### src/rtl/nw_pkg.sv
// Shared definitions for the Needleman-Wunsch traceback controller: sizes, direction codes,
// nucleotide encodings and FSM state constants.
package nw_pkg;
  localparam int unsigned N     = 128;
  localparam int unsigned IDX_W = $clog2(N + 1);
  localparam int unsigned LEN_W = $clog2(2 * N + 1);

  localparam logic [2:0] DIR_DIAG = 3'b001;
  localparam logic [2:0] DIR_LEFT = 3'b100;
  localparam logic [2:0] DIR_UP   = 3'b010;
  localparam logic [2:0] DASH     = 3'b111;

  localparam logic [2:0] NT_A = 3'b000;
  localparam logic [2:0] NT_C = 3'b001;
  localparam logic [2:0] NT_G = 3'b010;
  localparam logic [2:0] NT_T = 3'b011;
  localparam logic [2:0] NT_N = 3'b100;

  localparam logic [2:0] ST_IDLE   = 3'd0;
  localparam logic [2:0] ST_FETCH  = 3'd1;
  localparam logic [2:0] ST_WAIT   = 3'd2;
  localparam logic [2:0] ST_EMIT   = 3'd3;
  localparam logic [2:0] ST_FINISH = 3'd4;
  localparam logic [2:0] ST_ERROR  = 3'd5;

  function automatic logic dir_legal(input logic [2:0] code);
    return (code == DIR_DIAG) || (code == DIR_LEFT) || (code == DIR_UP);
  endfunction
endpackage

### src/rtl/nw_traceback_ctrl_if.sv
// Control, memory-read and column-output signals of the traceback controller.
interface nw_traceback_ctrl_if;
  logic                        start;
  logic [nw_pkg::IDX_W-1:0]    len_a;
  logic [nw_pkg::IDX_W-1:0]    len_b;
  logic                        dir_rd_en;
  logic [nw_pkg::IDX_W-1:0]    dir_i;
  logic [nw_pkg::IDX_W-1:0]    dir_j;
  logic [2:0]                  dir_data;
  logic                        seq_rd_en;
  logic [nw_pkg::IDX_W-1:0]    seqA_addr;
  logic [nw_pkg::IDX_W-1:0]    seqB_addr;
  logic [2:0]                  seqA_data;
  logic [2:0]                  seqB_data;
  logic [2:0]                  symbol_out;
  logic [2:0]                  seqA_out;
  logic [2:0]                  seqB_out;
  logic                        step_valid;
  logic                        busy;
  logic                        done;
  logic                        err;
  logic [nw_pkg::LEN_W-1:0]    align_len;

  modport master (
    input  start, len_a, len_b, dir_data, seqA_data, seqB_data,
    output dir_rd_en, dir_i, dir_j, seq_rd_en, seqA_addr, seqB_addr,
           symbol_out, seqA_out, seqB_out, step_valid, busy, done, err, align_len
  );

  modport slave (
    output start, len_a, len_b, dir_data, seqA_data, seqB_data,
    input  dir_rd_en, dir_i, dir_j, seq_rd_en, seqA_addr, seqB_addr,
           symbol_out, seqA_out, seqB_out, step_valid, busy, done, err, align_len
  );
endinterface

### src/rtl/nw_traceback_ctrl_idx_walker.sv
// i/j down-counters for the traceback walk; forces left/up moves on the matrix edges so
// the indices can never underflow.
module nw_idx_walker
  import nw_pkg::*;
(
  input  logic             clk,
  input  logic             rst,
  input  logic             load,
  input  logic             adv,
  input  logic [IDX_W-1:0] len_a,
  input  logic [IDX_W-1:0] len_b,
  input  logic [2:0]       dir_code,
  output logic [IDX_W-1:0] i,
  output logic [IDX_W-1:0] j,
  output logic [IDX_W-1:0] i_nxt_c,
  output logic [IDX_W-1:0] j_nxt_c,
  output logic [2:0]       sym_c,
  output logic             legal_c
);

  // Edge rows/columns have only one legal move, whatever the memory says.
  always_comb begin
    sym_c = dir_code;
    if (i == '0 && j != '0)      sym_c = DIR_LEFT;
    else if (j == '0 && i != '0) sym_c = DIR_UP;
    legal_c = dir_legal(sym_c);
  end

  always_comb begin
    i_nxt_c = i;
    j_nxt_c = j;
    if (load) begin
      i_nxt_c = len_a;
      j_nxt_c = len_b;
    end else if (adv) begin
      case (sym_c)
        DIR_DIAG: begin
          i_nxt_c = i - IDX_W'(1);
          j_nxt_c = j - IDX_W'(1);
        end
        DIR_LEFT: j_nxt_c = j - IDX_W'(1);
        DIR_UP:   i_nxt_c = i - IDX_W'(1);
        default: ;
      endcase
    end
  end

  always_ff @(posedge clk or posedge rst) begin
    if (rst) begin
      i <= '0;
      j <= '0;
    end else begin
      i <= i_nxt_c;
      j <= j_nxt_c;
    end
  end

endmodule

### src/rtl/nw_traceback_ctrl.sv
// Needleman-Wunsch traceback sequencer: walks the direction matrix from (len_a,len_b)
// to (0,0), emitting one aligned column every three cycles.
module nw_traceback_ctrl
  import nw_pkg::*;
(
  input  logic                clk,
  input  logic                rst,
  nw_traceback_ctrl_if.master bus
);

  logic [2:0]       state_q, state_nxt;
  logic [IDX_W-1:0] i_q, j_q, i_nxt, j_nxt;
  logic [2:0]       sym_c;
  logic             legal_c, load_c, adv_c, origin_nxt_c;
  logic [2:0]       dir_q, seqa_q, seqb_q;

  assign load_c       = (state_q == ST_IDLE) && bus.start;
  assign adv_c        = (state_q == ST_EMIT) && legal_c;
  assign origin_nxt_c = (i_nxt == '0) && (j_nxt == '0);

  nw_idx_walker u_walker (
    .clk      (clk),
    .rst      (rst),
    .load     (load_c),
    .adv      (adv_c),
    .len_a    (bus.len_a),
    .len_b    (bus.len_b),
    .dir_code (dir_q),
    .i        (i_q),
    .j        (j_q),
    .i_nxt_c  (i_nxt),
    .j_nxt_c  (j_nxt),
    .sym_c    (sym_c),
    .legal_c  (legal_c)
  );

  always_ff @(posedge clk or posedge rst) begin
    if (rst) state_q <= ST_IDLE;
    else     state_q <= state_nxt;
  end

  always_comb begin
    state_nxt = state_q;
    case (state_q)
      ST_IDLE:   if (bus.start) state_nxt = ST_FETCH;
      ST_FETCH:  state_nxt = (i_q == '0 && j_q == '0) ? ST_FINISH : ST_WAIT;
      ST_WAIT:   state_nxt = ST_EMIT;
      ST_EMIT:   state_nxt = legal_c ? ST_FETCH : ST_ERROR;
      ST_FINISH: state_nxt = ST_IDLE;
      ST_ERROR:  state_nxt = ST_IDLE;
      default:   state_nxt = ST_IDLE;
    endcase
  end

  // Memory read data is only valid in WAIT; hold it for the EMIT decision.
  always_ff @(posedge clk or posedge rst) begin
    if (rst) begin
      dir_q  <= '0;
      seqa_q <= '0;
      seqb_q <= '0;
    end else if (state_q == ST_WAIT) begin
      dir_q  <= bus.dir_data;
      seqa_q <= bus.seqA_data;
      seqb_q <= bus.seqB_data;
    end
  end

  // Outputs are registered from the next state so strobes line up with the state they describe.
  always_ff @(posedge clk or posedge rst) begin
    if (rst) begin
      bus.dir_rd_en  <= 1'b0;
      bus.seq_rd_en  <= 1'b0;
      bus.dir_i      <= '0;
      bus.dir_j      <= '0;
      bus.seqA_addr  <= '0;
      bus.seqB_addr  <= '0;
      bus.symbol_out <= '0;
      bus.seqA_out   <= '0;
      bus.seqB_out   <= '0;
      bus.step_valid <= 1'b0;
      bus.busy       <= 1'b0;
      bus.done       <= 1'b0;
      bus.err        <= 1'b0;
      bus.align_len  <= '0;
    end else begin
      bus.dir_rd_en  <= (state_nxt == ST_FETCH) && !origin_nxt_c;
      bus.seq_rd_en  <= (state_nxt == ST_FETCH) && !origin_nxt_c;
      if (state_nxt == ST_FETCH) begin
        bus.dir_i     <= i_nxt;
        bus.dir_j     <= j_nxt;
        bus.seqA_addr <= i_nxt - IDX_W'(1);
        bus.seqB_addr <= j_nxt - IDX_W'(1);
      end
      bus.busy       <= (state_nxt == ST_FETCH) || (state_nxt == ST_WAIT) ||
                        (state_nxt == ST_EMIT);
      bus.done       <= (state_nxt == ST_FINISH) || (state_nxt == ST_ERROR);
      bus.step_valid <= adv_c;
      if (adv_c) begin
        bus.symbol_out <= sym_c;
        bus.seqA_out   <= seqa_q;
        bus.seqB_out   <= seqb_q;
      end
      if (load_c)                       bus.err <= 1'b0;
      else if (state_nxt == ST_ERROR)   bus.err <= 1'b1;
      if (load_c)     bus.align_len <= '0;
      else if (adv_c) bus.align_len <= bus.align_len + LEN_W'(1);
    end
  end

endmodule

### src/flat_wrapper.sv
// flat-port wrapper written by rule: the top's interface ports become plain ports
module nw_traceback_ctrl_flat import nw_pkg::*;
  (clk, rst, bus_start, bus_len_a, bus_len_b, bus_dir_data, bus_seqA_data, bus_seqB_data, bus_dir_rd_en, bus_dir_i, bus_dir_j, bus_seq_rd_en, bus_seqA_addr, bus_seqB_addr, bus_symbol_out, bus_seqA_out, bus_seqB_out, bus_step_valid, bus_busy, bus_done, bus_err, bus_align_len);
  nw_traceback_ctrl_if bus_i ();
  input  logic clk;
  input  logic rst;
  input wire logic [$bits(bus_i.start)-1:0] bus_start;
  input wire logic [$bits(bus_i.len_a)-1:0] bus_len_a;
  input wire logic [$bits(bus_i.len_b)-1:0] bus_len_b;
  input wire logic [$bits(bus_i.dir_data)-1:0] bus_dir_data;
  input wire logic [$bits(bus_i.seqA_data)-1:0] bus_seqA_data;
  input wire logic [$bits(bus_i.seqB_data)-1:0] bus_seqB_data;
  output wire logic [$bits(bus_i.dir_rd_en)-1:0] bus_dir_rd_en;
  output wire logic [$bits(bus_i.dir_i)-1:0] bus_dir_i;
  output wire logic [$bits(bus_i.dir_j)-1:0] bus_dir_j;
  output wire logic [$bits(bus_i.seq_rd_en)-1:0] bus_seq_rd_en;
  output wire logic [$bits(bus_i.seqA_addr)-1:0] bus_seqA_addr;
  output wire logic [$bits(bus_i.seqB_addr)-1:0] bus_seqB_addr;
  output wire logic [$bits(bus_i.symbol_out)-1:0] bus_symbol_out;
  output wire logic [$bits(bus_i.seqA_out)-1:0] bus_seqA_out;
  output wire logic [$bits(bus_i.seqB_out)-1:0] bus_seqB_out;
  output wire logic [$bits(bus_i.step_valid)-1:0] bus_step_valid;
  output wire logic [$bits(bus_i.busy)-1:0] bus_busy;
  output wire logic [$bits(bus_i.done)-1:0] bus_done;
  output wire logic [$bits(bus_i.err)-1:0] bus_err;
  output wire logic [$bits(bus_i.align_len)-1:0] bus_align_len;
  assign bus_i.start = bus_start;
  assign bus_i.len_a = bus_len_a;
  assign bus_i.len_b = bus_len_b;
  assign bus_i.dir_data = bus_dir_data;
  assign bus_i.seqA_data = bus_seqA_data;
  assign bus_i.seqB_data = bus_seqB_data;
  assign bus_dir_rd_en = bus_i.dir_rd_en;
  assign bus_dir_i = bus_i.dir_i;
  assign bus_dir_j = bus_i.dir_j;
  assign bus_seq_rd_en = bus_i.seq_rd_en;
  assign bus_seqA_addr = bus_i.seqA_addr;
  assign bus_seqB_addr = bus_i.seqB_addr;
  assign bus_symbol_out = bus_i.symbol_out;
  assign bus_seqA_out = bus_i.seqA_out;
  assign bus_seqB_out = bus_i.seqB_out;
  assign bus_step_valid = bus_i.step_valid;
  assign bus_busy = bus_i.busy;
  assign bus_done = bus_i.done;
  assign bus_err = bus_i.err;
  assign bus_align_len = bus_i.align_len;
  nw_traceback_ctrl u_core (.clk(clk), .rst(rst), .bus(bus_i));
endmodule
### config.mk
export PLATFORM = sky130hd
export DESIGN_NAME = nw_traceback_ctrl_flat
export DESIGN_NICKNAME = d
export VERILOG_FILES = /design/src/rtl/nw_pkg.sv /design/src/rtl/nw_traceback_ctrl_if.sv /design/src/rtl/nw_traceback_ctrl_idx_walker.sv /design/src/rtl/nw_traceback_ctrl.sv /design/src/flat_wrapper.sv
export SDC_FILE = /design/constraint.sdc
export NUM_CORES = 1
export LEC_CHECK = 0
export ABC_AREA = 1
export CELL_PAD_IN_SITES_DETAIL_PLACEMENT = 1
export CELL_PAD_IN_SITES_GLOBAL_PLACEMENT = 1
export CORE_ASPECT_RATIO = 0.5
export CORE_MARGIN = 3
export CORE_UTILIZATION = 42
export DETAILED_ROUTE_END_ITERATION = 8
export PLACE_DENSITY_LB_ADDON = 0.3
export SETUP_SLACK_MARGIN = 0.1
export SLEW_MARGIN = 20
export SYNTH_ARGS = -nofsm -noshare
export SYNTH_HDL_FRONTEND = slang
export SYNTH_SLANG_ARGS = --single-unit
### constraint.sdc
create_clock -name clk -period 7 [get_ports clk]
set_input_delay 1.05 -clock clk [delete_from_list [all_inputs] [get_ports clk]]
set_output_delay 1.05 -clock clk [all_outputs]
set_load 0.01 [all_outputs]
==> run_results.csv, run 1 <==
group,metric,value,unit
grt,track_usage,22.47,%
layout,design.final.nets,673,
job,max-cap-violations,0,
layout,fin_area,5812,sq um
layout,layout.core_utilization,56.00,%
synthesis,yosys.area.top_type_share,45.52,%
worst_setup_path,worst_path_max_delay_cell,"inv_2",
synthesis,ys_seq_elements,83,
layout,area_delta_synth_final,27.36,%
detailed_routing,route.final.wire_length,12910,um
worst_setup_path,critical_path_endpoint_category,"flop",
worst_setup_path,cp_max_fo,44,
synthesis,mappedNetlistArea,4563,sq um
power,p_per_area,499.7,nW/um^2
place,port_buffers,83,
power,p_comb_share,54.0,%
die,core_region_area,10380,sq um
sta,final_period_minus_worst_setup_slack,3.175,ns
grt,number_of_antenna_violations_at_the_first_check_in_global_routing,0,
sta,post-route-worst-setup-slack,3.825,ns
sta,setup_repair_after_global_routing_missed_its_margin,"false",
clocking,clk_pin_slew_worst_paths,0.07,ns
sta,final_min_period_over_clock_period,45.35,%
place,placed_cell_area,5508,sq um
worst_setup_path,cp_cell_sequence,"inv_1 > ha_1 > inv_1 > nor2_1 > nand2_2 > nand2_4 > nand3_4 > nand2_2 > nand2_4 > nand2_4 > nand2_4 > nand2_8 > nand2_4 > inv_2 > nor2_1 > nand3_1 > nand2_1 > a21oi_1",
worst_setup_path,timing.reg2reg.setup_slack,3.83,ns
detailed_routing,vias_per_cell,5.138,
power,power.clock.fraction,16.9,%
synthesis,ys_seq_area_share,45.52,%
worst_setup_path,crit_type,"reg2reg",
hold_path,min_delay_worst_endpoint,"u_core.bus.seqA_out[0]",
synthesis,async_flop_share,100.0,%
synthesis,synth_area_leaders,"dfrtp_1 (46%), nand2_1 (14%), nand3_1 (4.8%)",
synthesis,synth_area_per_cell,8.192,sq um
clocking,postCtsSetupRepairBufs,0,
clocking,cts_hold_repair.buffers,0,
worst_setup_path,worst-endpoint-required,7.27,ns
sta,finalHoldViolCount,0,
outcome,status,"completed",
die,std_cell_rows,26,
grt,wire_length_of_the_first_global_routing_pass,21680,um
power,power_switching_share,45.69,%
power,power.sequential.fraction,29.1,%
die,io_pins,84,
sta,slew_headroom,48.83,%
synthesis,synth_enable_flop_cells,0,
power,power_leakage,2.787,nW
sta,timing.final.setup_violations,0,
synthesis,synthDistinctLibCells,40,
clocking,cts_num_sinks,83,
die,die_y,79.71,um
hold_path,hold_class,"reg2reg",
detailed_routing,first_pass_iters,4,
place,gp_congestion,0.8453,
clocking,post_cts_resize_count,0,
synthesis,ys_warn_count,0,
hold_path,startpoint_of_the_tightest_hold_check_path,"u_core.bus.seqA_out[0]",
place,place.detailed.hpwl,9355,um
worst_setup_path,worst_ep_arrival_time,3.45,ns
worst_setup_path,timing.critical_path.mode_cell,"nand2_4",
grt,via_count_of_the_first_global_routing_pass,4233,
layout,insertedDiodeCount,0,
synthesis,postSynthNetCount,592,
sta,setup_tns,0,ns
hold_path,hold_path_depth,2,
worst_setup_path,start_kind,"flop",
synthesis,synth_area_leader_cell,"dfrtp_1",
clocking,cell_at_the_root_of_the_clock_tree,"clkbuf_16",
sta,achievable-frequency,0.3150,GHz
die,initial_core_util,43.97,%
detailed_routing,detailedRoute.firstIterationViolations,194,
worst_setup_path,worst_r2r_path_depth,18,
worst_setup_path,crit-reg2reg-launch,"u_core.u_walker.j[0]",
detailed_routing,route.vias.total,4018,
clocking,cts_buffers,9,
layout,post_route_cells_drive_above_1_share,16.67,%
grt,overflow,0,
die,floorplan.die_area,12230,sq um
worst_setup_path,max_stage_delay,0.59,ns
place,placement.setup.worst_slack,3.591,ns
grt,grt_max_degree,84,
power,switchingPower,1.327,mW
sta,timing_max_transition_violations_final,0,
power,ir_worst_vdd,0.1955,mV
power,post-layout-total-power,2.904,mW
synthesis,synth_flop_cell,"dfrtp_1",
detailed_routing,drtAntennaViolNets,0,
detailed_routing,drcViolationCount,0,
detailed_routing,detail_route.wl_per_cell,16.51,um
sta,worst-slew-pin-transition,0.7675,ns
clocking,ctsHtreeMaxLevel,3,
die,die_width,153.4,um
clocking,tritoncts_clock_tree,"yes",
clocking,clock_latency_late_sink,0.35,ns
worst_setup_path,crit-reg2reg-capture,"u_core.bus.seqB_addr[5]",
power,internal_power,1.577,mW
clocking,deepest_clock_path_buffer_count,2,
sta,setup_clock_skew_after_layout,0.01266,ns
synthesis,cells_after_synth,557,
==> layout make-up <==
cell class / instances / area (sq um)
multi-input cells: 404 / 2196
fillers: 1275 / 4566
inverters: 54 / 206.4
repair buffers: 86 / 857.1
well taps: 140 / 175.2
clock buffers: 10 / 239.0
flip-flops and latches: 83 / 2077
clock inverters: 5 / 61.31
==> through the flow <==
step,cells,hold WS [ns]
after floorplan,557,0.4435
after global placement,767,0.4515
after detailed placement,767,0.4614
after CTS,782,0.4772
after global routing,782,0.4916
final,782,0.4731
==> power groups by stage <==
stage / sequential (mW) / combinational [mW] / clock (mW)
finish: 0.845 / 1.57 / 0.491
global route: 0.872 / 1.75 / 0.521
CTS: 0.845 / 1.58 / 0.499
detailed placement: 0.847 / 1.56 / 0
global placement: 0.842 / 1.50 / 0
floorplan: 0.871 / 0.969 / 0
==> synthesized netlist by cell type (2+ instances only) <==
cell type,n
nand2_8,2
xor2_1,6
nand2_1,168
inv_1,39
nand3_1,44
buf_2,8
nand3_4,2
clkinv_2,2
a31oi_1,3
o21ai_2,2
nand4_1,8
nand3_2,8
nor2_1,44
nor2_4,6
or2_2,8
dfrtp_1,83
a21oi_1,11
o21ai_1,4
nand2_4,9
ha_1,7
inv_2,12
clkbuf_1,5
nor3_2,2
nand4_4,2
mux2_2,6
o21ai_0,28
o21a_1,2
nor2_2,7
nand2_2,18
==> layout by cell type (no fill, tap or decap), types with 2 or more instances in the layout <==
cell               n
or2_2              8
clkbuf_16          9
nand3_2            8
buf_4              2
nor3_2             2
clkinv_4           2
nand2_8            2
nor2_2             7
o21ai_2            2
ha_1               7
o21ai_0           28
mux2_2             6
nand4_1            8
xor2_1             6
nand2_2           18
clkdlybuf4s50_1   83
a21oi_1           11
inv_2             12
nor2_4             6
nand4_4            2
nand2_4            9
inv_1             38
a31oi_1            3
clkinv_2           4
nand2_1          168
nand3_1           44
o21ai_1            4
dfrtp_1           83
nor2_1            44
o21a_1             2
nand3_4            2
==> worst max-delay path, delay by kind of cell (launching register included) <==
kind / cells / cell delay, ns
adders and majority gates: 1 / 0.30
AOI/OAI and AO/OA: 1 / 0.14
buffers and inverters: 3 / 0.76
DFF: 1 / 0.39
and+or+nand+nor: 13 / 1.49
==> state kept, by name, indices dropped and copies added (netlist names) <==
signal	flops
u_core.bus.align_len	9
u_core.bus.dir_i	8
u_core.bus.dir_j	8
u_core.bus.seqA_addr	8
u_core.bus.seqB_addr	8
u_core.u_walker.i	8
u_core.u_walker.j	8
u_core.bus.seqA_out	3
u_core.bus.seqB_out	3
u_core.bus.symbol_out	3
u_core.dir_q	3
u_core.seqa_q	3
u_core.seqb_q	3
u_core.state_q	3
u_core.bus.busy	1
u_core.bus.dir_rd_en	1
u_core.bus.done	1
u_core.bus.err	1
u_core.bus.step_valid	1
==> kinds of logic (layout without fill, tap and decap cells) <==
family                   after synthesis  after routing  share of synthesized area [%]
XOR/XNOR                               7              7                          1.344
buffers and inverters                 70            155                          6.361
multiplexers                           6              6                          1.481
AO/OA/AOI/OAI                         54             54                          6.553
AND/OR/NAND/NOR                      330            330                          36.82
adder cells (fa/ha/maj)                7              7                          1.919
flip-flops                            83             83                          45.52
==> how the worst max path moves through the flow <==
stage                              end                  from  slack [ns]  depth (start not counted)
3_3_place_gp   u_core.bus.seqA_addr[6]             bus_start        3.73                         14
5_1_grt        u_core.bus.seqB_addr[5]  u_core.u_walker.j[0]        3.47                         18
2_1_floorplan  u_core.bus.align_len[0]                   rst        3.81                          1
4_1_cts        u_core.bus.seqB_addr[5]  u_core.u_walker.j[0]        3.80                         18
3_5_place_dp   u_core.bus.seqA_addr[6]             bus_start        3.59                         14
6_report       u_core.bus.seqB_addr[5]  u_core.u_walker.j[0]        3.83                         18
==> routing by layer <==
layer | global-route usage (%) | share of wire (%)
met1 | 30.77 | 50
met2 | 36.18 | 45
met3 | 5.793 | 4.6
met4 | 5.198 | 0.70
met5 | 0 | 0
No activity file was read; power rests on OpenSTA's default activity.
==> inputs of run 2 (changes only) <==
CORE_UTILIZATION = 35   (was 42)
clock period = 2.65 ns   (was 7 ns; I/O delays follow)
==> run_results.csv, run 2 (synthesis gave the netlist of run 1 again) <==
group,metric,value,unit
sta,timing.final.setup_violations,0,
place,place.detailed.hpwl,9886,um
die,floorplan.die_area,14530,sq um
worst_setup_path,path_depth,19,
sta,worst-slew-pin-transition,0.5290,ns
grt,track_usage,19.71,%
layout,largest_register_ff_count,9,
power,ir_worst_vdd,0.4345,mV
die,io_pins,84,
layout,sequential_cell_area,2077,sq um
clocking,deepest_clock_path_buffer_count,2,
worst_setup_path,worstPathBufferInverterCount,2,
detailed_routing,drcViolationCount,0,
sta,timing_max_transition_violations_final,0,
detailed_routing,detail_route.wl_per_cell,17.88,um
sta,setup_repair_after_global_routing_missed_its_margin,"true",
clocking,cts_buffers,9,
clocking,clk_pin_slew_worst_paths,0.07,ns
sta,final_period_minus_worst_setup_slack,2.594,ns
sta,slew_headroom,64.64,%
die,std_cell_rows,28,
worst_setup_path,start_kind,"flop",
detailed_routing,detailedRoute.firstIterationViolations,234,
worst_setup_path,critical_path_endpoint_category,"flop",
sta,final_min_period_over_clock_period,97.89,%
sta,setup_clock_skew_after_layout,0.01144,ns
hold_path,hold_class,"in2async",
grt,via_count_of_the_first_global_routing_pass,4273,
clocking,cts_hold_repair.buffers,0,
worst_setup_path,crit_type,"reg2reg",
worst_setup_path,worst_ep_arrival_time,2.84,ns
layout,multiInputGateArea,2545,sq um
worst_setup_path,cp_cell_sequence,"inv_2 > ha_4 > inv_2 > nor2_2 > nand2_2 > nand2_4 > nand4_1 > nand2_4 > nand2_4 > nand2_8 > nand2_8 > nand2_1 > nand3_2 > nand2_2 > nand2_1 > nor2_2 > nand2_1 > nor2_1 > nor2_1",
layout,layout.cells.most_common,"nand2_1",
layout,post_route_cells_drive_above_1_share,29.51,%
layout,layout_common_cells,"nand2_1 (148), clkdlybuf4s50_1 (83), dfrtp_1 (83), buf_4 (42), nor2_1 (38)",
place,port_buffers,83,
worst_setup_path,worst_path_dominant_cell_family,"simple AND/OR/NAND/NOR gates",
clocking,tritoncts_clock_tree,"yes",
place,placement.setup.worst_slack,-0.1316,ns
layout,area_delta_synth_final,44.12,%
detailed_routing,vias_per_cell,5.016,
worst_setup_path,cp_max_fo,8,
grt,wire_length_of_the_first_global_routing_pass,22580,um
grt,number_of_antenna_violations_at_the_first_check_in_global_routing,0,
place,gp_congestion,0.8884,
layout,registers.top_by_ff_count,"u_core.bus.align_len",
grt,grt_max_degree,84,
clocking,clock_latency_late_sink,0.35,ns
layout,insertedDiodeCount,0,
clocking,cell_at_the_root_of_the_clock_tree,"clkbuf_16",
detailed_routing,route.final.wire_length,15250,um
die,initial_core_util,37.21,%
clocking,ctsHtreeMaxLevel,3,
die,die_y,86.74,um
layout,design.final.nets,718,
die,core_region_area,12260,sq um
detailed_routing,route.vias.total,4279,
die,die_width,167.5,um
power,power_leakage,3.071,nW
worst_setup_path,worst_r2r_path_depth,19,
sta,whs,0.4522,ns
sta,finalHoldViolCount,0,
worst_setup_path,max_stage_delay,0.39,ns
outcome,status,"completed",
power,p_per_area,1370,nW/um^2
worst_setup_path,worst-endpoint-required,2.90,ns
grt,overflow,0,
detailed_routing,drtAntennaViolNets,0,
sta,achievable-frequency,0.3855,GHz
job,max-cap-violations,0,
worst_setup_path,worst_path_max_delay_cell,"dfrtp_1",
clocking,cts_num_sinks,83,
detailed_routing,first_pass_iters,4,
sta,post-route-worst-setup-slack,0.05596,ns
layout,n_fill_cell,1464,
[run 2: cell count changes in the layout (fill, tap and decap cells not counted), sizes merged]
cell,delta
buf,+44
clkinv,-3
clkinvlp,+2
inv,+2
nand2,+1
[run 2: final cells by class]
type	instances	area share [%]
clock buffers	10	3.634
clock inverters	6	1.084
inverters	54	3.311
multi-input cells	405	38.70
flip-flops and latches	83	31.58
well taps	165	3.139
repair buffers	130	18.55
[run 2: stage by stage]
stage	total power, mW	util (%)	setup TNS [ns]	cells	instance area (sq um)
3_5_place_dp	6.541	46.13	-0.2643	806	5657
2_1_floorplan	4.860	-	0	557	4563
5_1_grt	9.698	53.63	-0.4346	853	6576
6_report	9.010	53.63	0	853	6576
4_1_cts	8.126	49.91	0	833	6120
3_3_place_gp	6.410	46.13	-0.01129	806	5657
[run 2: worst paths after layout]
check,to,from,slack (ns)
min reg2reg,u_core.bus.symbol_out[2],u_core.bus.symbol_out[2],0.47
min in group clk,u_core.bus.symbol_out[2],u_core.bus.symbol_out[2],0.47
max,u_core.bus.dir_rd_en,u_core.u_walker.j[0],0.06
min,u_core.u_walker.i[5],rst,0.45
max reg2reg,u_core.bus.dir_rd_en,u_core.u_walker.j[0],0.06
max in group asynchronous,u_core.u_walker.j[5],rst,1.80
[run 2: repair_timing]
item,CTS,global route
hold endpoints to repair,0,0
pin swaps,14,41
setup buffers,11,19
endpoints found under the setup margin,25,32
gates resized for setup,18,73
gates cloned,0,1
[run 2: routing by layer]
metal	share of wire [%]	global-route usage, %	wire length [um]	vias up
met2	47	31.03	7119	97
met5	0	0	0	-
met4	1.8	5.419	270	0
met3	3.8	3.645	575	21
li1	-	-	-	2028
met1	48	28.16	7286	2133
[run 2: worst register-to-register path: cells and delay by family, from the launching register on]
kind / cells / cell delay (ns)
simple gates: 16 / 1.78
fa+ha+maj: 1 / 0.17
flops: 1 / 0.39
buf+inv: 2 / 0.14
[run 2: report_power, final]
| part | leakage (nW) | internal [mW] | total (mW) | switching, mW |
|---|---|---|---|---|
| registers | 1.02 | 1.83 | 2.25 | 0.424 |
| logic | 1.90 | 2.28 | 5.42 | 3.14 |
| clock network | 0.146 | 0.765 | 1.34 | 0.575 |
| total | 3.07 | 4.87 | 9.01 | 4.14 |
